$ cat config.mk
export PLATFORM = sky130hd
export DESIGN_NAME = detector_colision
export DESIGN_NICKNAME = d
export VERILOG_FILES = /design/src/rtl/detector_colision.sv
export SDC_FILE = /design/constraint.sdc
export NUM_CORES = 1
export LEC_CHECK = 0
export CAP_MARGIN = 20
export CORE_MARGIN = 2
export CORE_UTILIZATION = 46
export CTS_CLUSTER_SIZE = 28
export DETAILED_ROUTE_END_ITERATION = 10
export GPL_TIMING_DRIVEN = 0
export PLACE_DENSITY = 0.77
export SLEW_MARGIN = 20
export SYNTH_ARGS = -nofsm -noshare
export SYNTH_HDL_FRONTEND = slang
export SYNTH_SLANG_ARGS = --single-unit
$ cat constraint.sdc
create_clock -name clk -period 2.1 [get_ports clk]
set_input_delay 0.42 -clock clk [delete_from_list [all_inputs] [get_ports clk]]
set_output_delay 0.42 -clock clk [all_outputs]
set_load 0.02 [all_outputs]
$ cat src/rtl/detector_colision.sv
// Tracks obstacle types per digit, runs the player pose FSM and judges each obstacle at digit 0.
// Outputs update the cycle after a step strobe; no backpressure, the generator freezes on W_or_L != 00.
module detector_colision #(
  parameter logic [2:0] GAME        = 3'd3,
  parameter logic [1:0] VIDAS_INI   = 2'd3,
  parameter logic [7:0] META        = 8'd20,
  parameter logic [1:0] SALTO_PASOS = 2'd2,
  parameter logic [1:0] SAMPLE_DLY  = 2'd2
) (
  input  logic        clk,
  input  logic        rst,
  input  logic [2:0]  presente,
  input  logic        clk_obstaculos,
  input  logic [20:0] display_obs,
  input  logic [3:0]  tipo_obs,
  input  logic        btn_salto,
  input  logic        btn_agacharse,
  output logic [1:0]  W_or_L,
  output logic [7:0]  puntos,
  output logic [1:0]  vidas,
  output logic [1:0]  pose
);

  localparam logic [1:0] PISO     = 2'd0;
  localparam logic [1:0] SALTO    = 2'd1;
  localparam logic [1:0] AGACHADO = 2'd2;

  localparam logic [1:0] WL_PLAY = 2'b00;
  localparam logic [1:0] WL_WIN  = 2'b10;
  localparam logic [1:0] WL_LOSE = 2'b01;

  // [0] first stage, [1] synchronized value, [2] previous synchronized value
  logic [2:0] obs_sync;
  logic [2:0] salto_sync;
  logic [1:0] agach_sync;

  logic       obs_rise;
  logic       salto_rise;
  logic       agach;
  logic [1:0] dly_cnt;
  logic       paso;
  logic       juicio;

  logic [2:0] tipo_sh;
  logic [2:0] valido_sh;
  logic [1:0] salto_cnt;

  logic       en_juego;
  logic       jugando;
  logic       juzga;
  logic       choque;
  logic [8:0] puntos_inc;
  logic       unused_bits;

  assign obs_rise    = obs_sync[1] & ~obs_sync[2];
  assign salto_rise  = salto_sync[1] & ~salto_sync[2];
  assign agach       = agach_sync[1];
  assign paso        = (dly_cnt == 2'd1) && !obs_rise;
  assign unused_bits = ^{tipo_obs[3:1], display_obs[13:7]};

  always_ff @(posedge clk) begin
    if (rst) begin
      obs_sync   <= 3'b000;
      salto_sync <= 3'b000;
      agach_sync <= 2'b00;
      dly_cnt    <= 2'd0;
      juicio     <= 1'b0;
    end else begin
      obs_sync   <= {obs_sync[1:0], clk_obstaculos};
      salto_sync <= {salto_sync[1:0], btn_salto};
      agach_sync <= {agach_sync[0], btn_agacharse};
      if (obs_rise)
        dly_cnt <= SAMPLE_DLY;
      else if (dly_cnt != 2'd0)
        dly_cnt <= dly_cnt - 2'd1;
      juicio <= paso;
    end
  end

  assign en_juego   = (presente == GAME);
  assign jugando    = en_juego && (W_or_L == WL_PLAY);
  assign juzga      = juicio && jugando && valido_sh[0] && (display_obs[6:0] != 7'd0);
  assign choque     = tipo_sh[0] ? (pose != AGACHADO) : (pose != SALTO);
  assign puntos_inc = {1'b0, puntos} + 9'd1;

  always_ff @(posedge clk) begin
    if (rst || !en_juego) begin
      W_or_L    <= WL_PLAY;
      puntos    <= 8'd0;
      vidas     <= VIDAS_INI;
      pose      <= PISO;
      salto_cnt <= 2'd0;
      tipo_sh   <= 3'b000;
      valido_sh <= 3'b000;
    end else if (jugando) begin
      // index 2 is the entry digit, index 0 the player column
      if (paso) begin
        tipo_sh   <= {tipo_obs[0], tipo_sh[2:1]};
        valido_sh <= {display_obs[20:14] != 7'd0, valido_sh[2:1]};
      end
      if (juzga) begin
        if (choque) begin
          vidas <= vidas - 2'd1;
          if (vidas == 2'd1)
            W_or_L <= WL_LOSE;
        end else begin
          if (puntos != 8'hFF)
            puntos <= puntos + 8'd1;
          if (puntos_inc == {1'b0, META})
            W_or_L <= WL_WIN;
        end
      end
      case (pose)
        PISO: begin
          if (salto_rise) begin
            pose      <= SALTO;
            salto_cnt <= SALTO_PASOS;
          end else if (agach) begin
            pose <= AGACHADO;
          end
        end
        SALTO: begin
          // counted on the judgment cycle so that step is still judged airborne
          if (juicio) begin
            if (salto_cnt <= 2'd1) begin
              pose      <= PISO;
              salto_cnt <= 2'd0;
            end else begin
              salto_cnt <= salto_cnt - 2'd1;
            end
          end
        end
        AGACHADO: begin
          if (!agach)
            pose <= PISO;
        end
        default: pose <= PISO;
      endcase
    end
  end

endmodule
==> flow_metrics.py, run 1 <==
metrics = {
    "critical_path": {
        "reg2reg_depth": 7,
        "start_kind": "primary input",
        "path_cells": "clkdlybuf4s50_1, or4_4, o41ai_4, buf_6, nor3_4, buf_4, mux2i_1, nor2_1",
        "crit_fanout": 6,
        "cp_top_family": "buffers and inverters",
        "crit_path_end_kind": "flop",
        "critical-path-max-stage-delay_ns": 0.55,
        "rrSetupSlack_ns": 0.21,
        "path_class": "primary input to flop",
        "cp.depth": 8,
        "worstReg2RegEnd": "puntos[1]",
        "cp.arrival_ns": 2.28,
        "crit_buf_inv": 3,
        "cp.required_ns": 2.32,
        "slowest_stage": "or4_4",
        "worstReg2RegStart": "pose[0]",
    },
    "timing": {
        "grt_setup_unrepaired": "yes",
        "max_freq_mhz": 486,
        "final.setup_skew_ns": 0.00443,
        "tns_ns": 0,
        "hold_viol_final": 0,
        "fin_crit_ns": 2.06,
        "setup_ws_ns": 0.0419,
        "fin_crit_sh_pct": 98.0,
        "tightestPinTransition_ns": 0.577,
        "setup_violations": 0,
        "slew_headroom_pct": 61.5,
        "slew_viol_final": 0,
    },
    "floorplan": {
        "die_y_um": 62.1,
        "ios": 47,
        "dieArea_mm2": 0.00385,
        "fp.dieW_um": 62.1,
        "initial_core_util_pct": 47.2,
        "fp.coreArea_mm2": 0.00328,
        "rows": 21,
    },
    "place": {
        "dpl-instance-area_mm2": 0.00197,
        "dp_worst_setup_slack_ns": -0.523,
        "port_buffers": 36,
        "globalplace.congestion": 0.823,
        "dpl.hpwl_um": 2480,
        "placed_cells": 243,
    },
    "job": {
        "drv_cap": 0,
    },
    "finish": {
        "fin_nets": 241,
        "fillers": 280,
        "drive_gt1_share_pct": 11.7,
        "layout.cells.non_filler": 251,
        "fin_area_mm2": 0.00206,
        "n_antenna_cell": 0,
        "syn2layout_area_growth_pct": 33.1,
    },
    "clock_tree": {
        "ctsHoldBuffers": 0,
        "tritoncts": "yes",
        "clockBufferDepth": 2,
        "clkTransAtPathRegs_ns": 0.10,
        "clockRootBuffer": "clkbuf_4",
        "cts_made_buffers": 5,
        "clock_latency_ns": 0.33,
        "clock_sinks": 33,
        "htree_num_levels": 2,
    },
    "logic_synthesis": {
        "yosys_warnings": 0,
        "synth_nets": 197,
        "async_flop_share_pct": 0,
        "ys_types": 50,
        "syn_area_mm2": 0.00155,
        "synth_cells": 161,
        "ys_seq_area_share_pct": 42.6,
        "ys_ff_latch": 33,
        "synth_ff_type": "dfxtp_1",
        "syn_avg_cell_area_um2": 9.63,
        "synth-edff-count": 0,
    },
    "routing": {
        "routed_wl_um": 3350,
        "ant_nets": 0,
        "vias": 1319,
        "drt_first_pass_iters": 4,
        "drt_first_iter_violations": 30,
        "wl_per_cell_um": 13.4,
        "via_per_inst": 5.25,
        "drc": 0,
    },
    "pwr": {
        "powerDensity_mw_per_mm2": 558,
        "leakagePower_nw": 0.804,
        "ir_worst_vdd_mv": 0.372,
    },
    "run_status": {
        "status": "completed",
    },
    "grt": {
        "met1_usage_pct": 17.4,
        "grt_max_degree": 11,
        "grt_pass1_wl_um": 4810,
        "grtUsageTotal_pct": 17.6,
        "grtUsageMet3_pct": 7.87,
        "globalRouteMet2Util_pct": 31.0,
        "antenna_found_initial": 0,
        "busiest_layer": "met2",
        "gr-total-overflow": 0,
        "grt_pass1_vias": 1187,
    },
    "worst_hold_path": {
        "hold_depth": 1,
        "hold_path_class": "flop to flop",
        "hp-start": "obs_sync[0]",
        "hold_path_end": "obs_sync[1]",
    },
}
per-layer routing:
| layer | wire length [µm] | up-vias |
|---|---|---|
| met4 | 83 | 0 |
| met5 | 0 | - |
| met3 | 278 | 11 |
| li1 | - | 664 |
| met1 | 1370 | 598 |
| met2 | 1630 | 46 |
Yosys cell counts, drive strengths merged, types with 3 or more instances:
cell type / number / area [µm²]
mux2i: 6 / 60.1
nor3: 3 / 26.3
buf: 4 / 27.5
and3: 3 / 18.8
nor4: 4 / 40.0
nand2: 8 / 30.0
a21oi: 8 / 40.0
clkbuf: 3 / 11.3
nand3: 5 / 25.0
xnor2: 5 / 43.8
nor2b: 10 / 62.6
a31oi: 3 / 18.8
ha: 3 / 37.5
dfxtp: 33 / 661
inv: 8 / 30.0
a21o: 3 / 22.5
nor3b: 3 / 22.5
nor2: 18 / 67.6
nor4b: 3 / 41.3
placed cells by master, fill, tap and decap left out, types with 3 or more instances in the layout:
cell type and count:
mux2i_1 6, inv_1 8, nand2_1 8, nor2_1 18, clkbuf_4 5, xnor2_1 5
nor4_1 3, a21o_1 3, a21oi_1 8, nand3_1 5, dfxtp_1 33, clkdlybuf4s50_1 33
ha_1 3, and3_1 3, clkbuf_1 3, nor2b_1 10, a31oi_1 3
through the flow:
step / power (mW) / hold WS [ns] / util, %
floorplan: 0.670 / 0.414 / -
global placement: 0.717 / 0.423 / 59.9
detailed placement: 0.721 / 0.430 / 59.9
CTS: 1.16 / 0.456 / 62.4
global route: 1.20 / 0.460 / 62.8
finish: 1.15 / 0.449 / 62.8
sequential cells by signal, summed over array words and instances (netlist names):
| register | cells |
|---|---|
| tipo_sh | 3 |
| vidas | 2 |
| puntos | 8 |
| juicio | 1 |
| pose | 2 |
| dly_cnt | 2 |
| valido_sh | 3 |
| agach_sync | 2 |
| obs_sync | 3 |
| salto_cnt | 2 |
| W_or_L | 2 |
| salto_sync | 3 |
power by group:
part           internal, mW  total [mW]  leakage (nW)  switching, mW
registers             0.633       0.636         0.267        0.00292
logic                0.0451      0.0688         0.495         0.0237
clock network         0.242       0.447        0.0410          0.205
total                 0.920        1.15         0.804          0.232
kinds of logic (layout without fill, tap and decap cells):
| logic type | count (synthesis) | in the layout | synth area share [%] |
|---|---|---|---|
| flip-flops | 33 | 33 | 42.6 |
| XOR/XNOR | 5 | 5 | 2.82 |
| multiplexers | 6 | 6 | 3.87 |
| buffers and inverters | 15 | 59 | 4.44 |
| adder cells (fa/ha/maj) | 3 | 3 | 2.42 |
| AND/OR/NAND/NOR | 69 | 69 | 28.5 |
| AO/OA/AOI/OAI | 30 | 30 | 15.3 |
area by class of cell:
type	count	area, µm²	area share [%]
Buffer	6	27.5	1.33
Sequential cell	33	661	32.0
Inverter	8	30.0	1.46
Tap cell	46	57.6	2.79
Multi-Input combinational cell	113	836	40.5
Timing Repair Buffer	38	379	18.4
Clock buffer	5	37.5	1.82
Clock inverter	2	35.0	1.70
how the worst max path moves through the flow:
stage | startpoint | end | slack, ns
3_3_place_gp | presente[0] | W_or_L[1] | -0.48
3_5_place_dp | presente[1] | W_or_L[1] | -0.52
5_1_grt | display_obs[2] | puntos[1] | -0.009
4_1_cts | display_obs[2] | puntos[1] | 0.02
6_report | display_obs[2] | puntos[1] | 0.04
2_1_floorplan | pose[0] | W_or_L[1] | 0.09
repair_timing:
item	CTS	global route
gates resized for setup	4	3
buffers inserted	2	0
pin swaps	5	2
setup endpoints to repair	12	5
Power figures use the tool's default switching activity.
==> run 2, diff against run 1 <==
CORE_MARGIN = not set   (was 2)
==> run 2 against run 1 <==
  * First-iteration DRC count grew 6.7%
  * Non-clock buffer count is 3 higher
  * Highest routed layer unchanged
  * Largest cell class unchanged
  * Via count is 0.68% higher
  * Cell area increased by 3.2%
  * Hold slack about the same
  * Sequential share of layout area down 1.0 points
  * Global-route usage increased by 2.9 points
==> flow_metrics.py, run 2 (synthesized netlist as in run 1, its figures left out) <==
metrics = {
    "grt": {
        "grt_max_degree": 13,
        "antenna_found_initial": 0,
        "gr-total-overflow": 0,
        "grtUsageTotal_pct": 20.5,
        "grt_pass1_vias": 1280,
        "grt_pass1_wl_um": 5310,
    },
    "timing": {
        "tightestPinTransition_ns": 0.480,
        "slew_headroom_pct": 68.0,
        "final.setup_skew_ns": 0.0151,
        "grt_setup_unrepaired": "no",
        "fin_crit_ns": 2.01,
        "slew_viol_final": 0,
        "fin_crit_sh_pct": 95.7,
        "hold_viol_final": 0,
        "setup_violations": 0,
        "setup_ws_ns": 0.0907,
        "tns_ns": 0,
        "max_freq_mhz": 498,
        "holdWs_ns": 0.450,
    },
    "pwr": {
        "p_switching_uw": 260,
        "p_comb_share_pct": 5.9,
        "powerDensity_mw_per_mm2": 560,
        "ir_worst_vdd_mv": 0.533,
        "p_int_uw": 932,
        "power_frac_seq_pct": 53.4,
        "power_mw": 1.19,
        "clkPwrFrac_pct": 40.7,
        "swShare_pct": 21.8,
        "leakagePower_nw": 0.843,
    },
    "critical_path": {
        "slowest_stage": "or4_4",
        "worstReg2RegEnd": "puntos[1]",
        "path_class": "primary input to flop",
        "crit_buf_inv": 3,
        "rrSetupSlack_ns": 0.18,
        "cp_common_cell": "buf_6",
        "start_kind": "primary input",
        "cp.arrival_ns": 2.22,
        "startpoint": "display_obs[2]",
        "cp_top_family": "buffers and inverters",
        "worstReg2RegStart": "pose[0]",
        "crit_fanout": 5,
        "crit_path_end_kind": "flop",
        "reg2reg_depth": 7,
        "cp.depth": 8,
        "critical-path-max-stage-delay_ns": 0.54,
        "cp.required_ns": 2.31,
        "path_cells": "clkdlybuf4s50_1, or4_4, o41ai_4, buf_6, nor3_4, buf_6, mux2i_1, nor2_1",
        "cp-endpoint": "puntos[1]",
    },
    "routing": {
        "routed_wl_um": 3290,
        "via_per_inst": 5.25,
        "drt_first_iter_violations": 32,
        "wl_per_cell_um": 13.0,
        "drt_first_pass_iters": 4,
        "vias": 1328,
        "ant_nets": 0,
        "drc": 0,
    },
    "finish": {
        "syn2layout_area_growth_pct": 37.4,
        "seq_area_um2": 661,
        "utilization_pct": 68.1,
        "drive_gt1_share_pct": 13.9,
        "fillers": 260,
        "n_antenna_cell": 0,
        "regMostFlops": "puntos",
        "fin_area_mm2": 0.00213,
        "layout.cells.non_filler": 253,
        "largest_register_ff_count": 8,
        "fin_nets": 244,
        "layout_common_cells": "dfxtp_1, clkdlybuf4s50_1, nor2_1",
        "multi_input_area_um2": 850,
    },
    "place": {
        "dpl.hpwl_um": 2410,
        "placed_cells": 241,
        "globalplace.congestion": 0.844,
        "dp_worst_setup_slack_ns": -0.477,
        "dpl-instance-area_mm2": 0.00197,
        "port_buffers": 36,
    },
    "floorplan": {
        "dieArea_mm2": 0.00361,
        "rows": 20,
        "fp.coreArea_mm2": 0.00313,
        "initial_core_util_pct": 49.6,
        "die_y_um": 60.1,
        "fp.dieW_um": 60.1,
        "ios": 47,
    },
    "clock_tree": {
        "tritoncts": "yes",
        "clockRootBuffer": "clkbuf_4",
        "clkTransAtPathRegs_ns": 0.10,
        "clock_sinks": 33,
        "cts_made_buffers": 5,
        "clock_latency_ns": 0.34,
        "htree_num_levels": 2,
        "ctsHoldBuffers": 0,
        "clockBufferDepth": 2,
    },
    "run_status": {
        "status": "completed",
    },
    "worst_hold_path": {
        "hold_path_class": "flop to flop",
    },
    "job": {
        "drv_cap": 0,
    },
}
## run 2: cell types whose count changed in the layout (fill, tap and decap cells not counted), sizes merged
cell	change
buf	+3
clkinvlp	+1
dlygate4sd2	-2
dlymetal6s2s	+2
## run 2: routing by layer
layer / part of all wire [%] / wire length [µm] / GRT usage (%) / vias up
met5: 0 / 0 / 0 / -
met4: 2.7 / 89 / 9.97 / 0
met3: 4.2 / 137 / 6.71 / 10
met2: 52 / 1720 / 38.7 / 36
met1: 41 / 1350 / 19.7 / 613
li1: - / - / - / 669
## run 2: power groups by stage
| stage | Combinational, mW | Clock [mW] | Sequential, mW |
|---|---|---|---|
| finish | 0.0708 | 0.485 | 0.636 |
| global route | 0.0764 | 0.530 | 0.637 |
| CTS | 0.0697 | 0.490 | 0.636 |
| detailed placement | 0.0692 | 0 | 0.651 |
| global placement | 0.0670 | 0 | 0.650 |
| floorplan | 0.0209 | 0 | 0.649 |
## run 2: worst reg2reg max path: stages (launching register included)
cell     delay (ns)
dfxtp_1        0.35
buf_4          0.16
nor3b_2        0.35
o22ai_2        0.20
nor3_4         0.30
buf_6          0.15
mux2i_1        0.20
nor2_1         0.08
## run 2: timing repair
item / in CTS / in global routing
setup buffers: 2 / 3
setup endpoints to repair: 11 / 15
gates resized for setup: 2 / 12
pin swaps: 3 / 3
## run 2: area by class of cell
cell class                      instances  share of cell area (%)
Sequential cell                        33                    31.0
Buffer                                  6                    1.59
Timing Repair Buffer                   41                    19.6
Clock buffer                            5                    1.76
Tap cell                               44                    2.59
Multi-Input combinational cell        113                    39.9
Inverter                                8                    1.41
Clock inverter                          3                    2.17
## run 2: how the worst min path moves through the flow
| stage | start | endpoint | depth (start not counted) |
|---|---|---|---|
| 6_report | agach_sync[0] | agach_sync[1] | 1 |
| 3_5_place_dp | agach_sync[0] | agach_sync[1] | 1 |
| 4_1_cts | agach_sync[0] | agach_sync[1] | 1 |
| 5_1_grt | agach_sync[0] | agach_sync[1] | 1 |
| 2_1_floorplan | agach_sync[0] | agach_sync[1] | 1 |
| 3_3_place_gp | agach_sync[0] | agach_sync[1] | 1 |
==> run 3, diff against run 2 <==
PLACE_DENSITY = 0.78   (was 0.77)
==> run 3 against run 2 <==
  * Sequential share of layout area rose by 0.20 points
  * Power down 6.1%
  * Sequential cell count did not move
  * Hold slack got worse by 0.0028 ns
  * Sequential power about the same
  * Setup slack got worse by 0.0067 ns
  * Register-to-register slack improved by 0.07 ns
  * Combinational power is 2% lower
  * Clock skew hardly changed
  * Critical endpoint is now puntos[7]
  * Clock-buffer cell count is 2 higher
==> flow_metrics.py, run 3 (synthesized netlist as in run 1, its figures left out) <==
metrics = {
    "floorplan": {
        "initial_core_util_pct": 49.6,
        "fp.dieW_um": 60.1,
        "ios": 47,
        "rows": 20,
        "die_y_um": 60.1,
        "fp.coreArea_mm2": 0.00313,
        "dieArea_mm2": 0.00361,
    },
    "grt": {
        "grt_pass1_wl_um": 5250,
        "antenna_found_initial": 0,
        "gr-total-overflow": 0,
        "grt_pass1_vias": 1290,
        "grtUsageTotal_pct": 20.4,
        "grt_max_degree": 11,
    },
    "clock_tree": {
        "cts_made_buffers": 5,
        "tritoncts": "yes",
        "clkTransAtPathRegs_ns": 0.11,
        "ctsHoldBuffers": 0,
        "htree_num_levels": 2,
        "clock_latency_ns": 0.35,
        "clock_sinks": 33,
        "clockRootBuffer": "clkbuf_4",
        "clockBufferDepth": 2,
    },
    "place": {
        "placed_cells": 241,
        "dp_worst_setup_slack_ns": -0.529,
        "dpl.hpwl_um": 2390,
        "globalplace.congestion": 0.864,
        "port_buffers": 36,
    },
    "pwr": {
        "powerDensity_mw_per_mm2": 529,
        "ir_worst_vdd_mv": 0.433,
        "power_mw": 1.12,
        "leakagePower_nw": 0.836,
    },
    "critical_path": {
        "path_cells": "clkdlybuf4s50_1, or4_4, o41ai_4, buf_6, nor4b_4, buf_4, a21o_1, a21oi_1",
        "critical-path-max-stage-delay_ns": 0.55,
        "path_class": "primary input to flop",
        "cp.required_ns": 2.39,
        "start_kind": "primary input",
        "cp_top_family": "buffers and inverters",
        "crit_fanout": 5,
        "slowest_stage": "or4_4",
        "crit_buf_inv": 3,
        "crit_path_end_kind": "flop",
        "rrSetupSlack_ns": 0.25,
        "cp.arrival_ns": 2.30,
    },
    "timing": {
        "setup_ws_ns": 0.0840,
        "tns_ns": 0,
        "fin_crit_sh_pct": 96.0,
        "hold_viol_final": 0,
        "grt_setup_unrepaired": "no",
        "tightestPinTransition_ns": 0.514,
        "slew_headroom_pct": 65.7,
        "setup_violations": 0,
        "holdWs_ns": 0.447,
        "final.setup_skew_ns": 0.0148,
        "max_freq_mhz": 496,
        "fin_crit_ns": 2.02,
        "slew_viol_final": 0,
    },
    "worst_hold_path": {
        "hold_path_class": "flop to flop",
    },
    "finish": {
        "layout_common_cells": "dfxtp_1, clkdlybuf4s50_1, nor2_1",
        "n_antenna_cell": 0,
        "syn2layout_area_growth_pct": 36.5,
        "fin_nets": 245,
        "layout.cells.non_filler": 254,
        "largest_register_ff_count": 8,
        "drive_gt1_share_pct": 14.3,
        "regMostFlops": "puntos",
    },
    "run_status": {
        "status": "completed",
    },
    "routing": {
        "ant_nets": 0,
        "routed_wl_um": 3330,
        "drt_first_pass_iters": 4,
        "wl_per_cell_um": 13.1,
        "drt_first_iter_violations": 101,
        "vias": 1363,
        "drc": 0,
        "via_per_inst": 5.37,
    },
    "job": {
        "drv_cap": 0,
    },
}
[run 3: through the flow]
stage | cell area, µm² | util (%)
final | 2120 | 67.6
after global routing | 2120 | 67.6
after CTS | 2070 | 66.3
after detailed placement | 1970 | 62.8
after global placement | 1970 | 62.8
after floorplan | 1550 | -
[run 3: repair_timing]
action / CTS / global route
pin swaps: 5 / 4
cloned: 0 / 0
setup buffers: 3 / 3
endpoints found under the setup margin: 9 / 7
hold endpoints to repair: 0 / 0
gates resized for setup: 4 / 7
[run 3: final timing paths]
check,end,cells after the start,from
setup / recovery,puntos[7],8,display_obs[2]
hold / removal,agach_sync[1],1,agach_sync[0]
setup reg to reg,W_or_L[1],7,pose[0]
hold reg to reg,agach_sync[1],1,agach_sync[0]
[run 3: final cells by class]
| type | count | area [µm²] |
|---|---|---|
| Clock inverter | 1 | 5.00 |
| Timing Repair Buffer | 42 | 420 |
| Fill cell | 255 | 1010 |
| Buffer | 6 | 27.5 |
| Sequential cell | 33 | 661 |
| Multi-Input combinational cell | 113 | 852 |
| Inverter | 8 | 30.0 |
| Clock buffer | 7 | 65.1 |
| Tap cell | 44 | 55.1 |
[run 3: where the power goes]
part / internal (mW) / total [mW] / switching, mW
Clock: 0.194 / 0.414 / 0.220
Combinational: 0.0461 / 0.0695 / 0.0234
Sequential: 0.633 / 0.636 / 0.00291
Total: 0.873 / 1.12 / 0.247
[run 3: layer usage]
metal	vias to the layer above	global-route usage, %	part of all wire [%]
li1	669	-	-
met1	645	20.3	40
met2	41	35.7	53
met3	8	8.01	4.4
met4	0	11.6	2.2
met5	-	0	0
